==> config.mk <==
export PLATFORM = sky130hd
export DESIGN_NAME = mux_nx1_seq
export DESIGN_NICKNAME = d
export VERILOG_FILES = /design/src/rtl/mux_nx1_seq.sv
export SDC_FILE = /design/constraint.sdc
export NUM_CORES = 1
export LEC_CHECK = 0
export ABC_AREA = 1
export BUFFER_PORTS_ARGS = -buffer_cell sky130_fd_sc_hd__buf_2
export CAP_MARGIN = 20
export CORE_MARGIN = 2
export CORE_UTILIZATION = 50
export DETAILED_ROUTE_END_ITERATION = 8
export GPL_ROUTABILITY_DRIVEN = 0
export MAX_ROUTING_LAYER = met4
export PLACE_DENSITY = 0.82
export SLEW_MARGIN = 20
export SYNTH_ARGS = -nofsm -noshare
export SYNTH_HDL_FRONTEND = slang
export SYNTH_SLANG_ARGS = --single-unit
==> constraint.sdc <==
create_clock -name CLK -period 3.9 [get_ports CLK]
set_input_delay 0.78 -clock CLK [delete_from_list [all_inputs] [get_ports CLK]]
set_output_delay 0.78 -clock CLK [all_outputs]
set_load 0.1 [all_outputs]
==> src/rtl/mux_nx1_seq.sv <==
// mux_nx1_seq: registered N-channel, W-bit multiplexer with a valid/ready
// output stage and an auto-scan mode that walks the channels with a fixed
// dwell per channel.
// Optional feature macro: MUX_SCAN_MASK_EN adds the EN_MASK per-channel
// enable; without it every channel is treated as enabled.
//
// state   | meaning
// ST_MAN  | manual select: every accepted edge loads channel S
// ST_SCAN | auto-scan: dwell counter runs, one channel sampled per dwell
//
// The first edge after reset release only loads the state from MODE; no
// sample is taken on that edge (r_init marks it).
module mux_nx1_seq #(
   parameter int WIDTH    = 8,
   parameter int CHANNELS = 8,
   parameter int DWELL    = 1,
   localparam int SEL_W   = $clog2(CHANNELS)
) (
   input  logic                      CLK,
   input  logic                      RST,
   input  logic [CHANNELS*WIDTH-1:0] I,
   input  logic [SEL_W-1:0]          S,
   input  logic                      MODE,
`ifdef MUX_SCAN_MASK_EN
   input  logic [CHANNELS-1:0]       EN_MASK,
`endif
   input  logic                      OUT_READY,
   output logic [WIDTH-1:0]          OUT,
   output logic [SEL_W-1:0]          OUT_CH,
   output logic                      OUT_VALID
);

   typedef enum logic {ST_MAN = 1'b0, ST_SCAN = 1'b1} state_t;

   localparam logic [15:0] DWELL_LAST = 16'(DWELL - 1);

   state_t             r_state;
   state_t             w_state_nxt;
   logic               r_init;
   logic [WIDTH-1:0]   r_out, w_out_nxt;
   logic [SEL_W-1:0]   r_out_ch, w_out_ch_nxt;
   logic               r_out_valid, w_out_valid_nxt;
   logic [SEL_W-1:0]   r_ch, w_ch_nxt;
   logic [15:0]        r_dwell, w_dwell_nxt;

   logic [CHANNELS-1:0] w_en;
   logic                w_any_en;
   logic                w_acc;
   logic                w_s_ok;
   logic [SEL_W-1:0]    w_cur;
   logic [SEL_W-1:0]    w_next;
   logic [WIDTH-1:0]    w_chan [CHANNELS];

`ifdef MUX_SCAN_MASK_EN
   assign w_en = EN_MASK;
`else
   assign w_en = '1;
`endif

   for (genvar k = 0; k < CHANNELS; k++) begin : g_chan
      assign w_chan[k] = I[k*WIDTH +: WIDTH];
   end

   assign w_any_en = |w_en;
   assign w_acc    = !r_out_valid || OUT_READY;
   // S can exceed CHANNELS-1 when CHANNELS is not a power of two.
   assign w_s_ok   = (int'(S) < CHANNELS) && w_en[S];

   // Channel to sample (first enabled at or after r_ch) and the one after it.
   // Descending loops let the nearest enabled channel win.
   always_comb begin
      w_cur  = r_ch;
      for (int i = CHANNELS - 1; i >= 0; i--) begin
         if (w_en[SEL_W'((int'(r_ch) + i) % CHANNELS)])
            w_cur = SEL_W'((int'(r_ch) + i) % CHANNELS);
      end
      w_next = w_cur;
      for (int i = CHANNELS; i >= 1; i--) begin
         if (w_en[SEL_W'((int'(w_cur) + i) % CHANNELS)])
            w_next = SEL_W'((int'(w_cur) + i) % CHANNELS);
      end
   end

   // Next-state and datapath decisions; everything holds unless an accept
   // edge or a dwell step says otherwise.
   always_comb begin
      w_state_nxt     = MODE ? ST_SCAN : ST_MAN;
      w_out_nxt       = r_out;
      w_out_ch_nxt    = r_out_ch;
      w_out_valid_nxt = r_out_valid;
      w_ch_nxt        = r_ch;
      w_dwell_nxt     = r_dwell;
      if (r_init) begin
         case (r_state)
            ST_MAN: begin
               if (w_acc) begin
                  if (w_s_ok) begin
                     w_out_nxt       = w_chan[S];
                     w_out_ch_nxt    = S;
                     w_out_valid_nxt = 1'b1;
                  end else begin
                     w_out_valid_nxt = 1'b0;
                  end
               end
               // Scan always restarts from channel 0 with a fresh dwell.
               w_ch_nxt    = '0;
               w_dwell_nxt = '0;
            end
            ST_SCAN: begin
               if (r_dwell != DWELL_LAST) begin
                  w_dwell_nxt = r_dwell + 16'd1;
                  if (w_acc) w_out_valid_nxt = 1'b0;
               end else if (w_acc) begin
                  w_dwell_nxt = '0;
                  if (w_any_en) begin
                     w_out_nxt       = w_chan[w_cur];
                     w_out_ch_nxt    = w_cur;
                     w_out_valid_nxt = 1'b1;
                     w_ch_nxt        = w_next;
                  end else begin
                     w_out_valid_nxt = 1'b0;
                  end
               end
            end
            default: w_state_nxt = ST_MAN;
         endcase
      end
   end

   // State register: tracks MODE one edge late.
   always_ff @(posedge CLK) begin
      if (RST) r_state <= ST_MAN;
      else     r_state <= w_state_nxt;
   end

   // Output stage, scan pointer and dwell counter.
   always_ff @(posedge CLK) begin
      if (RST) begin
         r_init      <= 1'b0;
         r_out       <= '0;
         r_out_ch    <= '0;
         r_out_valid <= 1'b0;
         r_ch        <= '0;
         r_dwell     <= '0;
      end else begin
         r_init      <= 1'b1;
         r_out       <= w_out_nxt;
         r_out_ch    <= w_out_ch_nxt;
         r_out_valid <= w_out_valid_nxt;
         r_ch        <= w_ch_nxt;
         r_dwell     <= w_dwell_nxt;
      end
   end

   assign OUT       = r_out;
   assign OUT_CH    = r_out_ch;
   assign OUT_VALID = r_out_valid;

endmodule
==> results of run 1 <==
power breakdown:
group          leakage (nW)  switching, mW  internal, mW
clock                0.0450          0.132         0.124
combinational          1.25          0.199        0.0797
sequential            0.269         0.0110         0.349
cell usage after synthesis (all sizes together):
| library cell | n | area share (%) |
|---|---|---|
| buf | 19 | 4.0 |
| xor2 | 2 | 0.60 |
| nor3 | 6 | 1.0 |
| o211ai | 1 | 0.26 |
| clkinv | 4 | 0.52 |
| ha | 3 | 1.3 |
| nand4 | 15 | 3.2 |
| dfxtp | 33 | 23 |
| xnor2 | 1 | 0.30 |
| nand3 | 113 | 20 |
| o21ai | 8 | 1.4 |
| inv | 33 | 4.3 |
| nand2 | 209 | 27 |
| nor2 | 62 | 8.4 |
| clkbuf | 8 | 1.0 |
| a21oi | 16 | 4.1 |
cell type report:
type / instances / area [um2] / area share (%)
Clock buffer: 6 / 72.6 / 2.16
Sequential cell: 33 / 661 / 19.7
Timing Repair Buffer: 84 / 425 / 12.7
Multi-Input combinational cell: 436 / 1960 / 58.4
Inverter: 37 / 139 / 4.14
Clock inverter: 2 / 10.0 / 0.298
Tap cell: 72 / 90.1 / 2.68
sequential cells by signal (all words and copies together) (netlist names):
| signal | count |
|---|---|
| r_dwell | 16 |
| OUT | 8 |
| OUT_CH | 3 |
| r_ch | 3 |
| OUT_VALID | 1 |
| r_init | 1 |
| r_state | 1 |
worst max-delay path, cell delays in order:
cell and delay (ns):
buf_2 0.09, buf_4 0.23, inv_1 0.72, nand2_1 0.10
nand3_1 0.12, nand3_1 0.13, nand4_1 0.15, nor2_1 0.06
nor2_1 0.10
cells by family (layout without fill, tap and decap cells):
| logic type | Yosys count | after routing | share of synthesized area (%) |
|---|---|---|---|
| AO/OA/AOI/OAI | 25 | 25 | 5.69 |
| XOR/XNOR | 3 | 3 | 0.905 |
| adder cells (fa/ha/maj) | 3 | 3 | 1.29 |
| buffers and inverters | 64 | 129 | 9.78 |
| flip-flops | 33 | 33 | 22.8 |
| AND/OR/NAND/NOR | 405 | 405 | 59.6 |
routing by layer:
metal	global-route usage [%]	up-vias	wire length, um
li1	-	1855	-
met1	37.2	1618	3820
met2	46.3	230	3950
met3	7.30	31	1030
met4	12.9	0	263
met5	-	-	0
through the flow:
stage | total power, mW | worst slack, ns | util (%)
2_1_floorplan | 0.564 | 1.95 | -
3_3_place_gp | 0.639 | 1.42 | 59.1
3_5_place_dp | 0.642 | 1.38 | 59.1
4_1_cts | 0.892 | 1.68 | 60.6
5_1_grt | 0.937 | 1.47 | 60.6
6_report | 0.894 | 1.63 | 60.6
worst paths after layout:
| check | startpoint | to |
|---|---|---|
| max | S[0] | OUT[0] |
| min | OUT_CH[0] | OUT_CH[0] |
| max reg2reg | r_dwell[0] | OUT[2] |
| min reg2reg | OUT_CH[0] | OUT_CH[0] |
==> impl_metrics.yaml, run 1 <==
critical_path:
  cp.arrival_ns: 2.51
  worstSetupPathType: "in -> reg"
  crit_path_start_kind: "input pin"
  worstPathRequired_ns: 4.14
  ff2ff_setup_slack_ns: 1.73
  end_kind: "flop"
  cp_max_fo: 33
  r2r_cells: 10
synth:
  syn_area_um2: 2900
  synth-seq-cells: 33
  synth_cell_types: 25
  syn_inst: 533
  seq_area_frac_synth_pct: 22.8
  synth_fp_nets: 607
  yosysWarnings: 0
  avgSynthCellArea_um2: 5.45
grt:
  grt_pass1_vias: 3294
  grt_max_degree: 36
  grt_usage_pct: 30.0
  grt_antenna_before_repair: 0
  gr-total-overflow: 0
  grt_pass1_wl_mm: 14.9
timing:
  drv_slew: 0
  hold_viol_final: 0
  tns_ns: 0
  setup_viol: 0
  relSlewSlack_pct: 33.0
  rsz0062_at_grt: "false"
  final.setup_skew_ns: 0.0106
  worst_pin_slew_ns: 1.00
  finalCritPeriodShare_pct: 58.3
  holdWs_ns: 0.472
  fmax_mhz: 440
  min_period_ns: 2.27
clock_network:
  cts-htree-levels: 2
  cts-resized-gates: 0
  clock_path_buffers: 2
  cts_sinks: 33
  numCtsBuffers: 5
  root_buffer: "clkbuf_8"
  cts_hold_buffers: 0
  post-cts-setup-buffers: 0
  clk_latency_ns: 0.29
  cts_tree: "done"
  clk_pin_slew_ns: 0.07
floorplan:
  die_w_um: 80.2
  initial_core_util_pct: 52.4
  die_y_um: 80.2
  core_area_um2: 5540
  rows: 27
  die_area_um2: 6430
  io_pins: 83
drt:
  final_antenna_net_count: 0
  postRouteWirelength_mm: 9.06
  drc: 0
  first_pass_iters: 5
  vias_per_cell: 5.57
  dr_total_vias: 3734
  wl_per_cell_um: 13.5
  drtIter0Drc: 379
pwr:
  p_leak_nw: 1.56
  vdd_drop_max_mv: 0.175
  p_per_area_nw_per_um2: 266
layout:
  num_antenna_cells: 0
  drive_gt1_share_pct: 17.9
  fill_cells: 571
  final_nets: 671
  final_cells: 670
  mostFrequentLayoutCell: "nand2_1"
  areaGrowthSynthToFinish_pct: 15.6
  fin_area_um2: 3360
  layout_common_cells: "nand2_1 (208), nand3_1 (112), buf_2 (82), nor2_1 (58), dfxtp_1 (33)"
placement:
  placed_area_um2: 3270
  dp_cells: 662
  port_buffers: 82
  hpwl_mm: 6.66
status:
  outcome: "complete, no violations"
hold_path:
  min_path_cells: 2
  worstHoldPathType: "reg -> reg"
job:
  maxCapViolations: 0
(Power assumes the default switching activity.)
==> run 2, diff against run 1 <==
Settings changed: CORE_UTILIZATION 50 to 48, PLACE_DENSITY 0.82 to 0.83.
Clock period 3.9 ns to 1.9 ns, I/O delays scaled along.
==> run 2 against run 1 <==
  * Sequential share of layout area fell by 0.65 points
  * Largest cell class unchanged
  * Critical path depth rose by 2
  * Wire length fell by 0.33%
  * Core utilization fell by 1.5 points
  * Clock skew fell by 0.0058 ns
  * Power rose by 120%
  * Global-route usage fell by 1.8 points
  * Clock power rose by 130%
==> impl_metrics.yaml, run 2 (same netlist as run 1, synthesis figures left out) <==
layout:
  drive_gt1_share_pct: 20.0
  fin_area_um2: 3480
  largest_reg_flops: 16
  fin_util_pct: 59.1
  regMostFlops: "r_dwell"
  final_nets: 684
  areaGrowthSynthToFinish_pct: 19.8
  layout_common_cells: "nand2_1 (208), nand3_1 (112), buf_2 (82), nor2_1 (58), dfxtp_1 (32)"
  mostFrequentLayoutCell: "nand2_1"
  num_antenna_cells: 0
pwr:
  p_leak_nw: 1.63
  p_per_area_nw_per_um2: 553
  vdd_drop_max_mv: 0.496
critical_path:
  crit_path_start_kind: "flop"
  cpMostUsedCell: "nand2_1"
  crit_slowest_cell: "dfxtp_1"
  cp.arrival_ns: 1.86
  cp_max_fo: 20
  end_kind: "flop"
  path_cells: "inv_1 -> ha_1 -> nand2_1 -> nor2_2 -> nand2_1 -> nand2_1 -> nand2_1 -> buf_4 -> nand2_1 -> nand2_1 -> nor2_1"
  cpPeakStageDelay_ns: 0.44
  worstPathRequired_ns: 2.09
  worstSetupPathType: "reg -> reg"
floorplan:
  io_pins: 83
  die_y_um: 81.8
  die_area_um2: 6690
  core_area_um2: 5890
  initial_core_util_pct: 49.3
  rows: 28
  die_w_um: 81.8
clock_network:
  root_buffer: "clkbuf_8"
  post-cts-setup-buffers: 0
  cts_sinks: 33
  cts-htree-levels: 2
  cts-resized-gates: 0
  clock_path_buffers: 2
  cts_tree: "done"
  numCtsBuffers: 5
  cts_hold_buffers: 0
  clk_latency_ns: 0.29
  clk_pin_slew_ns: 0.07
timing:
  tns_ns: 0
  setup_viol: 0
  fmax_mhz: 599
  worst_pin_slew_ns: 0.616
  rsz0062_at_grt: "false"
  finalCritPeriodShare_pct: 87.8
  holdWs_ns: 0.288
  final.setup_skew_ns: 0.00482
  hold_viol_final: 0
  drv_slew: 0
  relSlewSlack_pct: 58.8
  min_period_ns: 1.67
drt:
  wl_per_cell_um: 13.2
  dr_total_vias: 3859
  postRouteWirelength_mm: 9.03
  first_pass_iters: 5
  vias_per_cell: 5.63
  final_antenna_net_count: 0
  drtIter0Drc: 365
  drc: 0
placement:
  placed_area_um2: 3380
  hpwl_mm: 6.68
  port_buffers: 82
grt:
  grt_max_degree: 24
  gr-total-overflow: 0
  grt_pass1_vias: 3322
  grt_usage_pct: 28.2
  grt_pass1_wl_mm: 14.6
  grt_antenna_before_repair: 0
hold_path:
  worstHoldPathType: "in -> reg"
job:
  maxCapViolations: 0
status:
  outcome: "complete, no violations"
==> run 2: worst paths after layout <==
check             startpoint        end  slack (ns)  cells past startpoint
setup / recovery  r_dwell[0]     OUT[4]        0.23                     11
hold / removal          MODE    r_state        0.29                      3
setup reg to reg  r_dwell[0]     OUT[4]        0.23                     11
hold reg to reg    OUT_CH[1]  OUT_CH[1]        0.47                      2
==> run 2: final cells by class <==
cell class                 instances  area [um2]
fill                             582        2410
multi-input combinational        436        1960
inverter                          37         139
clock buffer                       7        96.3
sequential                        33         662
tap                               75        93.8
clock inverter                     1        5.00
timing repair buffer              97         523
==> run 2: per-layer routing <==
metal	share of wire (%)	global-route usage (%)	up-vias	routed length, um
met5	0	-	-	0
met4	3.5	13.7	0	320
met3	9.2	4.29	37	834
met2	46	44.5	230	4140
met1	41	35.1	1716	3740
li1	-	-	1876	-
==> run 2: report_power, final <==
group          internal [mW]  switching (mW)  leakage [nW]  total [mW]
logic                  0.178           0.422          1.31       0.600
clock network          0.327           0.263        0.0542       0.590
registers              0.717          0.0162         0.269       0.733
total                   1.22           0.701          1.63        1.92
==> run 2: through the flow <==
step	setup WS, ns	cells	total power, mW
6_report	0.231	686	1.92
4_1_cts	0.240	686	1.92
2_1_floorplan	0.279	533	1.16
3_5_place_dp	0.254	678	1.34
5_1_grt	0.0773	686	2.01
3_3_place_gp	0.343	678	1.33
==> run 2: worst max-delay path, delay by kind of cell, from the launching register on <==
family | cells | cell delay, ns
adder cells (fa/ha/maj) | 1 | 0.20
buffers and inverters | 2 | 0.31
flip-flops | 1 | 0.44
AND/OR/NAND/NOR | 8 | 0.61
==> run 3, diff against run 2 <==
Settings changed: CAP_MARGIN 20 to 5, CORE_UTILIZATION 48 to 50, PLACE_DENSITY 0.83 to 0.82.
Clock period 1.9 ns to 2.1 ns, I/O delays scaled along.
==> run 3 against run 2 <==
  * Power is 13% lower
  * First-iteration DRC count shrank 15%
  * Register-to-register slack improved by 0.05 ns
  * Critical endpoint is now r_dwell[9]
  * Largest power group unchanged
==> impl_metrics.yaml, run 3 (same netlist as run 1, synthesis figures left out) <==
floorplan:
  initial_core_util_pct: 52.4
  core_area_um2: 5540
  io_pins: 83
  die_w_um: 80.2
  rows: 27
  die_y_um: 80.2
  die_area_um2: 6430
drt:
  first_pass_iters: 6
  final_antenna_net_count: 0
  postRouteWirelength_mm: 9.19
  vias_per_cell: 5.59
  dr_total_vias: 3795
  wl_per_cell_um: 13.5
  drtIter0Drc: 311
  drc: 0
grt:
  grt_pass1_wl_mm: 15.1
  grt_antenna_before_repair: 0
  grt_pass1_vias: 3315
  gr-total-overflow: 0
  grt_max_degree: 36
  grt_usage_pct: 30.1
hold_path:
  min_path_cells: 3
  worstHoldPathType: "in -> reg"
job:
  maxCapViolations: 0
pwr:
  finalPower_mw: 1.68
  vdd_drop_max_mv: 0.348
  p_leak_nw: 1.61
  p_per_area_nw_per_um2: 488
critical_path:
  cpPeakStageDelay_ns: 0.55
  end_kind: "flop"
  worstSetupPathType: "reg -> reg"
  crit_slowest_cell: "dfxtp_1"
  r2r_cells: 8
  path_cells: "inv_1 -> nor2_1 -> nand3_2 -> nand2_4 -> inv_2 -> nor2_1 -> nor2_1 -> nor2_1"
  crit_path_start_kind: "flop"
  cpMostUsedCell: "nor2_1"
  cp.arrival_ns: 2.05
  cp_max_fo: 16
  worstPathRequired_ns: 2.33
timing:
  fmax_mhz: 550
  finalCritPeriodShare_pct: 86.7
  tns_ns: 0
  relSlewSlack_pct: 54.8
  min_period_ns: 1.82
  worst_pin_slew_ns: 0.675
  setup_viol: 0
  drv_slew: 0
  final.setup_skew_ns: 0.00768
  rsz0062_at_grt: "false"
  hold_viol_final: 0
  holdWs_ns: 0.340
clock_network:
  cts_hold_buffers: 0
  clk_pin_slew_ns: 0.07
  numCtsBuffers: 5
  post-cts-setup-buffers: 0
  cts-resized-gates: 0
  root_buffer: "clkbuf_8"
  cts_tree: "done"
  cts-htree-levels: 2
  clk_latency_ns: 0.29
  cts_sinks: 33
  clock_path_buffers: 2
layout:
  layout_common_cells: "nand2_1 (208), nand3_1 (112), buf_2 (82), nor2_1 (58), dfxtp_1 (33)"
  regMostFlops: "r_dwell"
  num_antenna_cells: 0
  drive_gt1_share_pct: 19.1
  final_nets: 681
  areaGrowthSynthToFinish_pct: 18.3
  mostFrequentLayoutCell: "nand2_1"
  largest_reg_flops: 16
placement:
  hpwl_mm: 6.85
  port_buffers: 82
status:
  outcome: "complete, no violations"
==> run 3: changes by cell type in the layout (fill, tap and decap cells not counted), sizes merged <==
cell / before / now
clkinv: 5 / 4
buf: 97 / 94
==> run 3: worst paths after layout <==
kind / from / to / slack, ns
max: r_state / r_dwell[9] / 0.28
max reg2reg: r_state / r_dwell[9] / 0.28
min: MODE / r_state / 0.34
min reg2reg: OUT_CH[2] / OUT_CH[2] / 0.47
==> run 3: where the power goes <==
part | total [mW] | internal (mW) | leakage (nW) | switching, mW
logic | 0.532 | 0.156 | 1.29 | 0.376
clock network | 0.480 | 0.260 | 0.0443 | 0.221
registers | 0.665 | 0.649 | 0.269 | 0.0162
==> run 3: cell type report <==
cell class              count  area, um2
clock buffers               7       86.3
multi-input cells         436       1960
well taps                  72       90.1
inverters                  37        139
repair buffers             94        500
flip-flops and latches     33        661
fillers                   552       2110
==> run 3: metrics by stage <==
step,utilization (%),instance area (um2),setup slack (ns),std cells
2_1_floorplan,-,2900,0.146,533
3_3_place_gp,60.4,3350,0.405,672
3_5_place_dp,60.4,3350,0.315,672
4_1_cts,62.0,3430,0.292,679
5_1_grt,62.0,3430,0.0785,679
6_report,62.0,3430,0.280,679
==> run 3: worst max-delay path: cells and delay by family, from the launching register on <==
| family | cells | cell delay, ns |
|---|---|---|
| AND/OR/NAND/NOR | 6 | 0.88 |
| flip-flops | 1 | 0.55 |
| buffers and inverters | 2 | 0.35 |
==> run 3: routing by layer <==
metal  track usage (%)  share of wire [%]
met1              37.5                 41
met2              47.6                 45
met3              4.94                 10
met4              14.1                3.9
met5                 -                  0
